## config.mk

```make
export PLATFORM = sky130hd
export DESIGN_NAME = muldiv_seq
export DESIGN_NICKNAME = d
export VERILOG_FILES = /design/src/rtl/muldiv_seq.sv
export SDC_FILE = /design/constraint.sdc
export NUM_CORES = 1
export LEC_CHECK = 0
export CORE_MARGIN = 5
export CORE_UTILIZATION = 49
export CTS_CLUSTER_DIAMETER = 30
export DETAILED_ROUTE_END_ITERATION = 10
export PLACE_DENSITY = 0.81
export REMOVE_ABC_BUFFERS = 1
export SLEW_MARGIN = 10
export SYNTH_ARGS = -nofsm -noshare
export SYNTH_HDL_FRONTEND = slang
export SYNTH_SLANG_ARGS = --single-unit
```

## constraint.sdc

```tcl
create_clock -name clk -period 5.4 [get_ports clk]
set_input_delay 1.08 -clock clk [delete_from_list [all_inputs] [get_ports clk]]
set_output_delay 1.08 -clock clk [all_outputs]
set_load 0.05 [all_outputs]
```

## src/rtl/muldiv_seq.sv

```systemverilog
// Iterative unsigned MUL/MULHU/DIVU/REMU sequencer driving an external shared
// 32-bit add/subtract unit; one shift-add or restoring-subtract step per cycle.
module muldiv_seq #(
    parameter int XLEN = 32,
    parameter int ITER = 32
) (
    input  logic            clk,
    input  logic            rst,
    input  logic            start,
    input  logic [1:0]      op,
    input  logic [XLEN-1:0] opa,
    input  logic [XLEN-1:0] opb,
    output logic            busy,
    output logic            done,
    output logic [XLEN-1:0] result,
    output logic [XLEN-1:0] as_a,
    output logic [XLEN-1:0] as_b,
    output logic            as_sub,
    input  logic [XLEN-1:0] as_out
);

    localparam int CW = $clog2(ITER);

    typedef enum logic [1:0] {
        IDLE,
        RUN,
        DONE
    } state_t;

    state_t          state;
    logic [CW-1:0]   count;
    logic [1:0]      op_reg;
    logic [XLEN-1:0] opb_reg;
    logic [XLEN-1:0] acc;
    logic [XLEN-1:0] mq;

    logic [XLEN-1:0] shifted;
    logic            carry;
    logic            borrow;

    // The adder has no carry/borrow out, so both are rebuilt from the operand
    // and sum sign bits.
    always_comb begin
        as_a    = '0;
        as_b    = '0;
        as_sub  = 1'b0;
        shifted = {acc[XLEN-2:0], mq[XLEN-1]};
        if (state == RUN) begin
            if (!op_reg[1]) begin
                as_a = acc;
                as_b = mq[0] ? opb_reg : '0;
            end else begin
                as_sub = 1'b1;
                as_a   = shifted;
                as_b   = opb_reg;
            end
        end
        carry  = (as_a[XLEN-1] & as_b[XLEN-1]) |
                 ((as_a[XLEN-1] | as_b[XLEN-1]) & ~as_out[XLEN-1]);
        borrow = ~acc[XLEN-1] &
                 ((~as_a[XLEN-1] & as_b[XLEN-1]) |
                  (~(as_a[XLEN-1] ^ as_b[XLEN-1]) & as_out[XLEN-1]));
    end

    always_ff @(posedge clk or posedge rst) begin
        if (rst) begin
            state   <= IDLE;
            count   <= '0;
            op_reg  <= '0;
            opb_reg <= '0;
            acc     <= '0;
            mq      <= '0;
            busy    <= 1'b0;
            done    <= 1'b0;
            result  <= '0;
        end else begin
            case (state)
                IDLE: begin
                    done <= 1'b0;
                    if (start) begin
                        op_reg  <= op;
                        opb_reg <= opb;
                        acc     <= '0;
                        mq      <= opa;
                        count   <= CW'(ITER - 1);
                        busy    <= 1'b1;
                        state   <= RUN;
                    end else begin
                        busy <= 1'b0;
                    end
                end
                RUN: begin
                    if (!op_reg[1]) begin
                        acc <= {carry, as_out[XLEN-1:1]};
                        mq  <= {as_out[0], mq[XLEN-1:1]};
                    end else begin
                        acc <= borrow ? shifted : as_out;
                        mq  <= {mq[XLEN-2:0], ~borrow};
                    end
                    if (count == '0) begin
                        state <= DONE;
                    end else begin
                        count <= count - 1'b1;
                    end
                end
                DONE: begin
                    // MULHU and REMU both live in acc; MUL and DIVU in mq.
                    result <= op_reg[0] ? acc : mq;
                    done   <= 1'b1;
                    state  <= IDLE;
                end
                default: begin
                    state <= IDLE;
                end
            endcase
        end
    end

endmodule
```

Yosys cells after proc, flatten, opt, wreduce, memory -nomap -nowiden:

Index checks and enable logic that the tools add are counted.

* add/sub/neg operators: 1
* multiply operators: 0
* divide/modulo/power cells: 0
* magnitude comparators: 0
* eq/ne operators: 5
* shifts and indexed selects: 0
* multiplexer cells: 23
* bitwise gates (word level): 14
* reduce and logical (&&, ||, !) cells: 8

Operators with widths (count)
* two-way mux 32 bit: 11
* case mux 32 bit (2 select lines): 2
* two-way mux 5 bit: 2
* case mux 5 bit (2 select lines): 1
* AND reduction 2 bit: 3
* bitwise AND 1 bit: 5
* zero test 5 bit: 1
* inverter 1 bit: 5
* subtractor 5 x 1 -> 5 bit, second input constant: 1
* two-way mux 2 bit: 2
* != test 2 bit, second input constant: 2
* case mux 2 bit (2 select lines): 1
* nonzero test 2 bit: 2
* two-way mux 1 bit: 3
* bitwise OR 1 bit: 3
* AND reduction 3 bit: 1
* equality test 2 x 1 -> 1 bit, second input constant: 1
* equality test 2 bit, second input constant: 1
* zero test 2 bit: 1
* != test 2 x 1 -> 1 bit, second input constant: 1
* case mux 1 bit (2 select lines): 1
* bitwise XOR 1 bit: 1

* register bits: 139
* latch bits: 0
* RAM bits: 0
* bits in read-only memories: 0
* bits of input ports: 101
* logic and storage cells: 60
* memories: 0

Depth between registers and ports, before layout:

Gate-level depths: netlist of the first run.

* word-level depth: 11
* depth in mapped cells: 11

Worst setup path before layout of the first run:

No wires, ideal clock.

* kind: register -> output
* start: register state[1]
* end: output port as_a[10]
* data arrival time: 1.706 ns
* data required time: 4.320 ns
* slack: 2.614 ns
* stages on the path, launching flop included: 6
* cells stage by stage: dfrtp_1 > nand2b_1 > buf_2 > buf_2 > buf_2 > nor2_1

* cells in the longest elaborated chain, start to end: 2

RTL lines
* start: declaration: line 30 `state_t state;`
* start signal: assignment: line 67 `state <= IDLE;`
* start signal: assignment: line 87 `state <= RUN;`
* start signal: assignment: line 101 `state <= DONE;`
* equality test 2 x 1 -> 1 bit: line 48 `if (state == RUN) begin`
* two-way mux 32 bit: line 48
* end: declaration: line 16 `output logic [XLEN-1:0] as_a,`

Every way passes these cells.

Worst setup path after layout of the first run:

* start: register state[0]
* end: output port as_sub

* cells in the longest elaborated chain, start to end: 2

RTL lines
* equality test 2 x 1 -> 1 bit: line 48
* two-way mux 1 bit: line 48
* end: declaration: line 18 `output logic as_sub,`

Every way passes these cells.

==> reports/qor.csv, run 1 <==
metric;value;unit
outcome;completed;
Data arrival, critical path;3140;ps
width of the die;132;microns
Fin Clk Skew;8.44;ps
reg-to-reg startpoint;op_reg[1];
reg2reg path depth;10;
area fraction of the dominant cell type after synthesis;0.476;
largest area contributor in the netlist;dfrtp_1;
final setup vio count;0;
# Max-Cap Violations;0;
Tightest Hold Check Type;reg -> reg;
# port buffers;199;
r2r endpoint;acc[16];
startpoint types;flop;
DRT iter0 DRCs;475;
synth-to-layout area growth;36.5;%
diode count;0;
core area;14600;sq um
Worst Tran Pin Value;1150;ps
Hold WS;473;ps
Synth area leaders;dfrtp_1, mux2i_1, mux2_2;
Syn Inst Count;728;
CTS H-tree depth;4;
r2r setup slk;2270;ps
Slew Limit Headroom;0.232;
Initial Util;0.501;
Synth Register Bits;139;
Routed Antenna Nets;0;
register area share after synthesis;0.476;
Placer Congestion;0.844;
async set or reset register ratio after synthesis;1.00;
fin crit period;4220;ps
die area;17500;sq um
CTS tree;built;
CTS Root Cell;clkbuf_16;
clock slew at reported path FFs;60;ps
postcts setup bufs;0;
Post-Layout Cell Count;1094;
Design Area, Final;9970;sq um
CTS Sinks;139;
CP max stage cell;clkdlybuf4s50_1;
largest net degree at the start of global routing;114;
share of cells above drive strength 1;0.0901;
Post-synth EDFFs;0;
GR Util All Layers;0.228;
critical path cell sequence;nor2b_1 -> nand2_2 -> inv_1 -> clkdlybuf4s50_1;
hold bufs inserted after CTS;0;
Hold Path Depth;2;
Inst Count DP;1062;
ys flop type;dfrtp_1;
Syn Area/Cell;10.0;sq um
slowest cell delay on critical path;840;ps
clk buf depth;2;
hpwl dp;13400;microns
first-pass GRT wire length;32300;microns
fin crit share;0.781;
hold_sp;result[1];
RSZ-0062 raised after global routing;false;
Final TNS setup;0;ps
CTS Buf Count;17;
grt total ovfl;0;
Final Hold Vio Count;0;
nets;1003;
Hold EP;result[1];
initial antenna violation count;0;
synth unique cells;33;
vias in the first global route;5778;
fin. max-slew vios;0;
vias;5965;
Setup CP Type;reg -> out;
DRT Pass-1 Iters;5;
fmax;0.237;GHz
# DRC;0;
synthesized area;7310;sq um
Top Ports;200;
commonest cells after routing, fill and taps aside;clkdlybuf4s50_1, dfrtp_1, mux2i_1, nand2_1, nor2_1;
Worst-Skew Late Latency;430;ps
vias per std cell;5.45;
Syn. warnings;0;
placed cell areas;9340;sq um
most common cell after layout, fill and taps aside;clkdlybuf4s50_1;
Req. time, crit path;4320;ps
die height;132;microns
crit path max fanout;32;
WL per Instance;18.1;microns
total wire length;19800;microns
crit end category;output port;
row cnt;44;
CTS resizes;0;
[layer usage]
| metal | wire length (microns) | track usage |
|---|---|---|
| met1 | 8550 | 0.294 |
| met4 | 400 | 0.0783 |
| met5 | 0 | 0 |
| met3 | 851 | 0.0454 |
| met2 | 10000 | 0.385 |
[cell type report]
cell class                      instances  area, sq um
Fill cell                            1144         4620
Multi-Input combinational cell        524         3540
Sequential cell                       139         3480
Timing Repair Buffer                  207         2050
Clock buffer                           20          457
Tap cell                              184          230
Clock inverter                         12          170
Inverter                                8         35.0
[kinds of logic (layout without fill, tap and decap cells)]
| logic type | count (synthesis) | in the layout | share of synthesized area |
|---|---|---|---|
| buf+inv | 65 | 247 | 0.0440 |
| compound gates | 176 | 176 | 0.135 |
| mux | 160 | 160 | 0.225 |
| fa+ha+maj | 5 | 5 | 0.00856 |
| flops | 139 | 139 | 0.476 |
| simple gates | 183 | 183 | 0.111 |
[synthesized netlist by cell type, types with 3 or more instances]
cell type and instances:
a21oi_1 36, a22oi_1 31, a31oi_1 3, and2_1 31
buf_2 38, buf_4 7, clkbuf_1 9, clkbuf_2 3
dfrtp_1 139, ha_1 5, inv_1 8, mux2_2 32
mux2i_1 126, nand2_1 68, nand2b_1 4, nor2_1 67
nor2b_1 3, nor3_1 4, o21ai_0 52, o21ai_1 47
[worst max-delay path: cells and delay by family (launching register included)]
family | cells | cell delay (ps)
DFF | 1 | 560
and+or+nand+nor | 2 | 1140
buffers and inverters | 2 | 990
[worst max-delay path by stage]
stage / start / to / slack (ps)
after floorplan: state[1] / acc[16] / -90
after global placement: state[0] / as_sub / 1780
after detailed placement: state[0] / as_sub / 1680
after CTS: state[0] / as_sub / 1190
after global routing: state[0] / as_sub / 1020
final: state[0] / as_sub / 1180
[through the flow]
stage               worst slack [ps]  utilization
global route                    1020        0.683
finish                          1180        0.683
detailed placement              1680        0.640
global placement                1780        0.640
CTS                             1190        0.683
floorplan                      -86.4            -
Power of run 1 is left out: the tool's default activity adds up to more than one toggle a clock period on the data nets, which glitch-free logic cannot reach.
==> inputs of run 2 (changes only) <==
Clock period 5.4 ns to 4.1 ns, I/O delays scaled along.
==> run 2 against run 1 <==
  * Via count rose by 1.3%
  * Hold slack improved by 2.1 ps
  * Routed wire length rose by 4.0%
  * Non-clock buffer count rose by 4
  * Clock skew rose by 1.7 ps
  * First-iteration DRC count rose by 6.9%
  * Clock-buffer cell count did not move
  * Worst setup slack got worse by 610 ps
  * Final cell count rose by 0.37%
  * Global-route usage rose by 1.0 points
  * Largest cell class unchanged
==> reports/qor.csv, run 2 (synthesized netlist as in run 1, its figures left out) <==
metric;value;unit;change
outcome;completed;;
RSZ-0062 raised after global routing;false;;
Inst Count DP;1066;;+0.38%
crit end category;output port;;
Req. time, crit path;3280;ps;-1040 ps
hpwl dp;14300;microns;+6.3%
Top Ports;200;;unchanged
CTS tree;built;;
first-pass GRT wire length;33700;microns;+4.5%
CTS H-tree depth;4;;unchanged
fin crit share;0.861;;
Fin Clk Skew;10.2;ps;+1.73 ps
die height;132;microns;unchanged
vias per std cell;5.50;;+0.94%
initial antenna violation count;0;;unchanged
Routed Antenna Nets;0;;unchanged
# DRC;0;;unchanged
Initial Util;0.501;;unchanged
row cnt;44;;unchanged
hold bufs inserted after CTS;0;;unchanged
DRT Pass-1 Iters;5;;unchanged
GR Util All Layers;0.238;;+0.0102
width of the die;132;microns;unchanged
fin. max-slew vios;0;;unchanged
vias;6043;;+1.3%
largest net degree at the start of global routing;87;;-24%
Setup CP Type;reg -> out;;
diode count;0;;unchanged
PnR worst setup slack;568;ps;-615 ps
fin crit period;3530;ps;
vias in the first global route;6129;;+6.1%
startpoint types;flop;;
Tightest Hold Check Type;reg -> reg;;
die area;17500;sq um;unchanged
Final TNS setup;0;ps;unchanged
crit path max fanout;48;;+50%
clock slew at reported path FFs;60;ps;about the same
CTS resizes;0;;unchanged
Fillers;1085;;-5.2%
core area;14600;sq um;unchanged
commonest cells after routing, fill and taps aside;clkdlybuf4s50_1, dfrtp_1, mux2i_1, nand2_1, nor2_1;;
pre-CTS setup slack;1030;ps;-654 ps
Slew Limit Headroom;0.307;;+0.0756
CTS Sinks;139;;unchanged
Placer Congestion;0.786;;-6.9%
synth-to-layout area growth;41.9;%;
# Max-Cap Violations;0;;unchanged
Worst-Skew Late Latency;420;ps;about the same
grt total ovfl;0;;unchanged
nets;1007;;+0.40%
most common cell after layout, fill and taps aside;clkdlybuf4s50_1;;
Post-Layout Cell Count;1098;;+0.37%
share of cells above drive strength 1;0.129;;+0.0390
DRT iter0 DRCs;508;;+6.9%
fmax;0.283;GHz;
CTS Root Cell;clkbuf_16;;
final setup vio count;0;;unchanged
clk buf depth;2;;unchanged
total wire length;20600;microns;+4.0%
WL per Instance;18.8;microns;+3.6%
Worst Tran Pin Value;1040;ps;-113 ps
# port buffers;199;;unchanged
Final Hold Vio Count;0;;unchanged
postcts setup bufs;0;;unchanged
Data arrival, critical path;2710;ps;-430 ps
CTS Buf Count;17;;unchanged
run 2: cell types whose count changed in the layout (fill, tap and decap cells not counted):
cell	change
buf_12	+35
buf_4	+1
clkdlybuf4s50_1	-32
clkinv_2	+1
clkinv_4	+2
clkinvlp_4	-3
nand2b_2	-1
nand2b_4	+1
run 2: worst paths after layout:
kind,from,to,slack [ps],cells after the start
worst min register to register,result[10],result[10],480,2
min in group asynchronous,rst,opb_reg[25],930,2
worst min-delay path,result[10],result[10],480,2
worst max register to register,state[0],acc[2],980,10
worst max-delay path,state[0],as_a[21],570,4
max in group asynchronous,rst,mq[22],2430,3
run 2: through the flow:
stage,hold WS (ps),util,instance area (sq um)
after global placement,459,0.667,9730
after global routing,508,0.710,10400
final,476,0.710,10400
after detailed placement,470,0.667,9730
after floorplan,449,-,7010
after CTS,483,0.710,10400
run 2: per-layer routing:
layer	up-vias	wire length [microns]	global-route usage
met5	-	0	0
met4	0	516	0.0817
met3	31	877	0.0477
met2	157	10400	0.392
met1	2960	8820	0.315
li1	2895	-	-
run 2: area by class of cell:
| class | count | area (sq um) | share of cell area |
|---|---|---|---|
| clock buffer | 20 | 457 | 0.0441 |
| clock inverter | 12 | 170 | 0.0164 |
| inverter | 8 | 35.0 | 0.00338 |
| multi-input combinational | 524 | 3550 | 0.342 |
| sequential | 139 | 3480 | 0.336 |
| tap | 184 | 230 | 0.0222 |
| timing repair buffer | 211 | 2440 | 0.235 |
run 2: worst max-delay path: stages, from the launching register on:
cell,delay (ps)
dfrtp_1,570
nand2b_4,390
buf_4,370
nor2_1,120
clkdlybuf4s50_1,810
Power of run 2 is left out for the same reason.
==> inputs of run 3 (changes only) <==
Settings changed: CORE_MARGIN 5 to unset, HOLD_SLACK_MARGIN set to 0.03.
==> run 3 against run 2 <==
  * Die area fell by 12%
  * Clock-buffer cell count rose by 10
  * Critical path depth is 1 higher
  * Register-to-register slack improved by 80 ps
  * Hold slack lost 1.5 ps
  * Via count decreased by 0.35%
  * First-iteration DRC count down 28%
  * Sequential cell count unchanged
  * Sequential share of layout area up 0.37 points
  * Non-clock buffer count rose by 2
  * Clock skew fell by 5.4 ps
  * Utilization down 0.51 points
  * Largest cell class unchanged
==> reports/qor.csv, run 3 (synthesized netlist as in run 1, its figures left out) <==
metric;value;unit;change
outcome;completed;;
Fin Clk Skew;4.76;ps;-5.40 ps
Design Area, Final;10300;sq um;-1.1%
r2r endpoint;acc[14];;
area of the multi-input gates;3540;sq um;-0.14%
total wire length;19100;microns;-7.4%
delay-heaviest family, CP;buffers and inverters;;
Sequential cell area;3480;sq um;unchanged
commonest cells after routing, fill and taps aside;clkdlybuf4s50_1, dfrtp_1, mux2i_1, nand2_1, nor2_1;;
RSZ-0062 raised after global routing;false;;
fin crit share;0.898;;+0.0364
CTS Root Cell;clkbuf_16;;
CTS Buf Count;17;;unchanged
most common cell after layout, fill and taps aside;clkdlybuf4s50_1;;
CTS tree;built;;
Stages on worst setup path;5;;+1
CTS resizes;0;;unchanged
reg-to-reg startpoint;state[0];;
width of the die;124;microns;-6.1%
uppermost routed layer;met4;;
diode count;0;;unchanged
Top Ports;200;;unchanged
hpwl dp;13100;microns;-8.4%
clk buf depth;2;;unchanged
slowest cell delay on critical path;800;ps;about the same
Fillers;1083;;-0.18%
share of cells above drive strength 1;0.122;;-0.00670
die area;15400;sq um;-12%
# port buffers;199;;unchanged
fin. max-slew vios;0;;unchanged
vias in the first global route;5749;;-6.2%
reg2reg path depth;8;;-2
worst path buffer plus inverter count;3;;+1
fin crit period;3680;ps;+149 ps
Critical Path End;as_sub;;
startpoint types;flop;;
synth-to-layout area growth;40.3;%;
Initial Util;0.503;;+0.00190
hold_sp;result[7];;
Final TNS setup;0;ps;unchanged
Tightest Hold Check Type;reg -> reg;;
# Max-Cap Violations;0;;unchanged
Worst Tran Pin Value;1180;ps;+137 ps
critical path cell sequence;nor2b_1 -> nand2_2 -> buf_4 -> inv_1 -> clkdlybuf4s50_1;;
CP max stage cell;clkdlybuf4s50_1;;
# DRC;0;;unchanged
r2r setup slk;1060;ps;+80 ps
hold bufs inserted after CTS;0;;unchanged
grt total ovfl;0;;unchanged
Post-Layout Cell Count;1099;;+0.091%
core area;14500;sq um;-0.38%
largest net degree at the start of global routing;77;;-11%
CTS H-tree depth;4;;unchanged
final setup vio count;0;;unchanged
Placer Congestion;0.785;;about the same
Worst-Skew Late Latency;420;ps;about the same
DRT iter0 DRCs;367;;-28%
crit path from;state[0];;
row cnt;44;;unchanged
Met3 Routed Length;852;microns;-2.9%
Req. time, crit path;3280;ps;about the same
nets;1009;;+0.20%
DRT Pass-1 Iters;5;;unchanged
die height;124;microns;-6.1%
placed cell areas;9720;sq um;-0.10%
crit end category;output port;;
initial antenna violation count;0;;unchanged
first-pass GRT wire length;30100;microns;-11%
Slew Limit Headroom;0.216;;-0.0911
GR Util All Layers;0.259;;+0.0203
vias per std cell;5.48;;-0.44%
Data arrival, critical path;2860;ps;+150 ps
Setup CP Type;reg -> out;;
vias;6022;;-0.35%
CTS Sinks;139;;unchanged
Inst Count DP;1068;;+0.19%
WL per Instance;17.4;microns;-7.4%
Routed Antenna Nets;0;;unchanged
crit path max fanout;32;;-33%
Final Hold Vio Count;0;;unchanged
clock slew at reported path FFs;60;ps;about the same
postcts setup bufs;0;;unchanged
fmax;0.272;GHz;-4.1%
DR WL met2;9460;microns;-9.2%
WL met1;8240;microns;-6.6%
[run 3: changes by cell type in the layout (fill, tap and decap cells not counted)]
| cell | before | now |
|---|---|---|
| clkinv_4 | 2 | 0 |
| buf_4 | 9 | 13 |
| nand2b_2 | 0 | 1 |
| clkinv_2 | 5 | 1 |
| clkbuf_8 | 2 | 5 |
| clkbuf_1 | 1 | 8 |
| clkinvlp_4 | 1 | 0 |
| buf_12 | 35 | 33 |
| bufinv_16 | 4 | 0 |
| nand2b_4 | 2 | 1 |
[run 3: per-layer routing]
layer | GRT usage | up-vias
li1 | - | 2894
met1 | 0.342 | 2916
met2 | 0.416 | 177
met3 | 0.0467 | 35
met4 | 0.112 | 0
met5 | 0 | -
[run 3: worst min path at each step]
| stage | slack (ps) | cells past startpoint | end |
|---|---|---|---|
| floorplan | 450 | 1 | opb_reg[1] |
| global placement | 460 | 2 | result[2] |
| detailed placement | 470 | 2 | result[7] |
| CTS | 480 | 2 | result[22] |
| global route | 490 | 1 | opb_reg[1] |
| finish | 470 | 2 | result[7] |
[run 3: worst reg2reg max path, cell delays in order, from the launching register on]
cell and delay, ps:
dfrtp_1 590, nor2b_1 580, nand2_1 200, ha_1 340, nor2b_1 70, o21ai_4 550, buf_12 280, mux2i_1 230
o21ai_1 70
[run 3: cell type report]
type                            instances  area share
Sequential cell                       139       0.340
Clock inverter                          1    0.000488
Inverter                                8     0.00342
Clock buffer                           30      0.0511
Timing Repair Buffer                  213       0.237
Tap cell                              184      0.0225
Multi-Input combinational cell        524       0.346
[run 3: through the flow]
step / hold WS (ps) / util / setup slack [ps]
floorplan: 449 / - / -1390
global route: 492 / 0.705 / 212
CTS: 482 / 0.705 / 425
global placement: 460 / 0.669 / 946
detailed placement: 470 / 0.669 / 870
finish: 474 / 0.705 / 419
Power of run 3 is left out for the same reason.
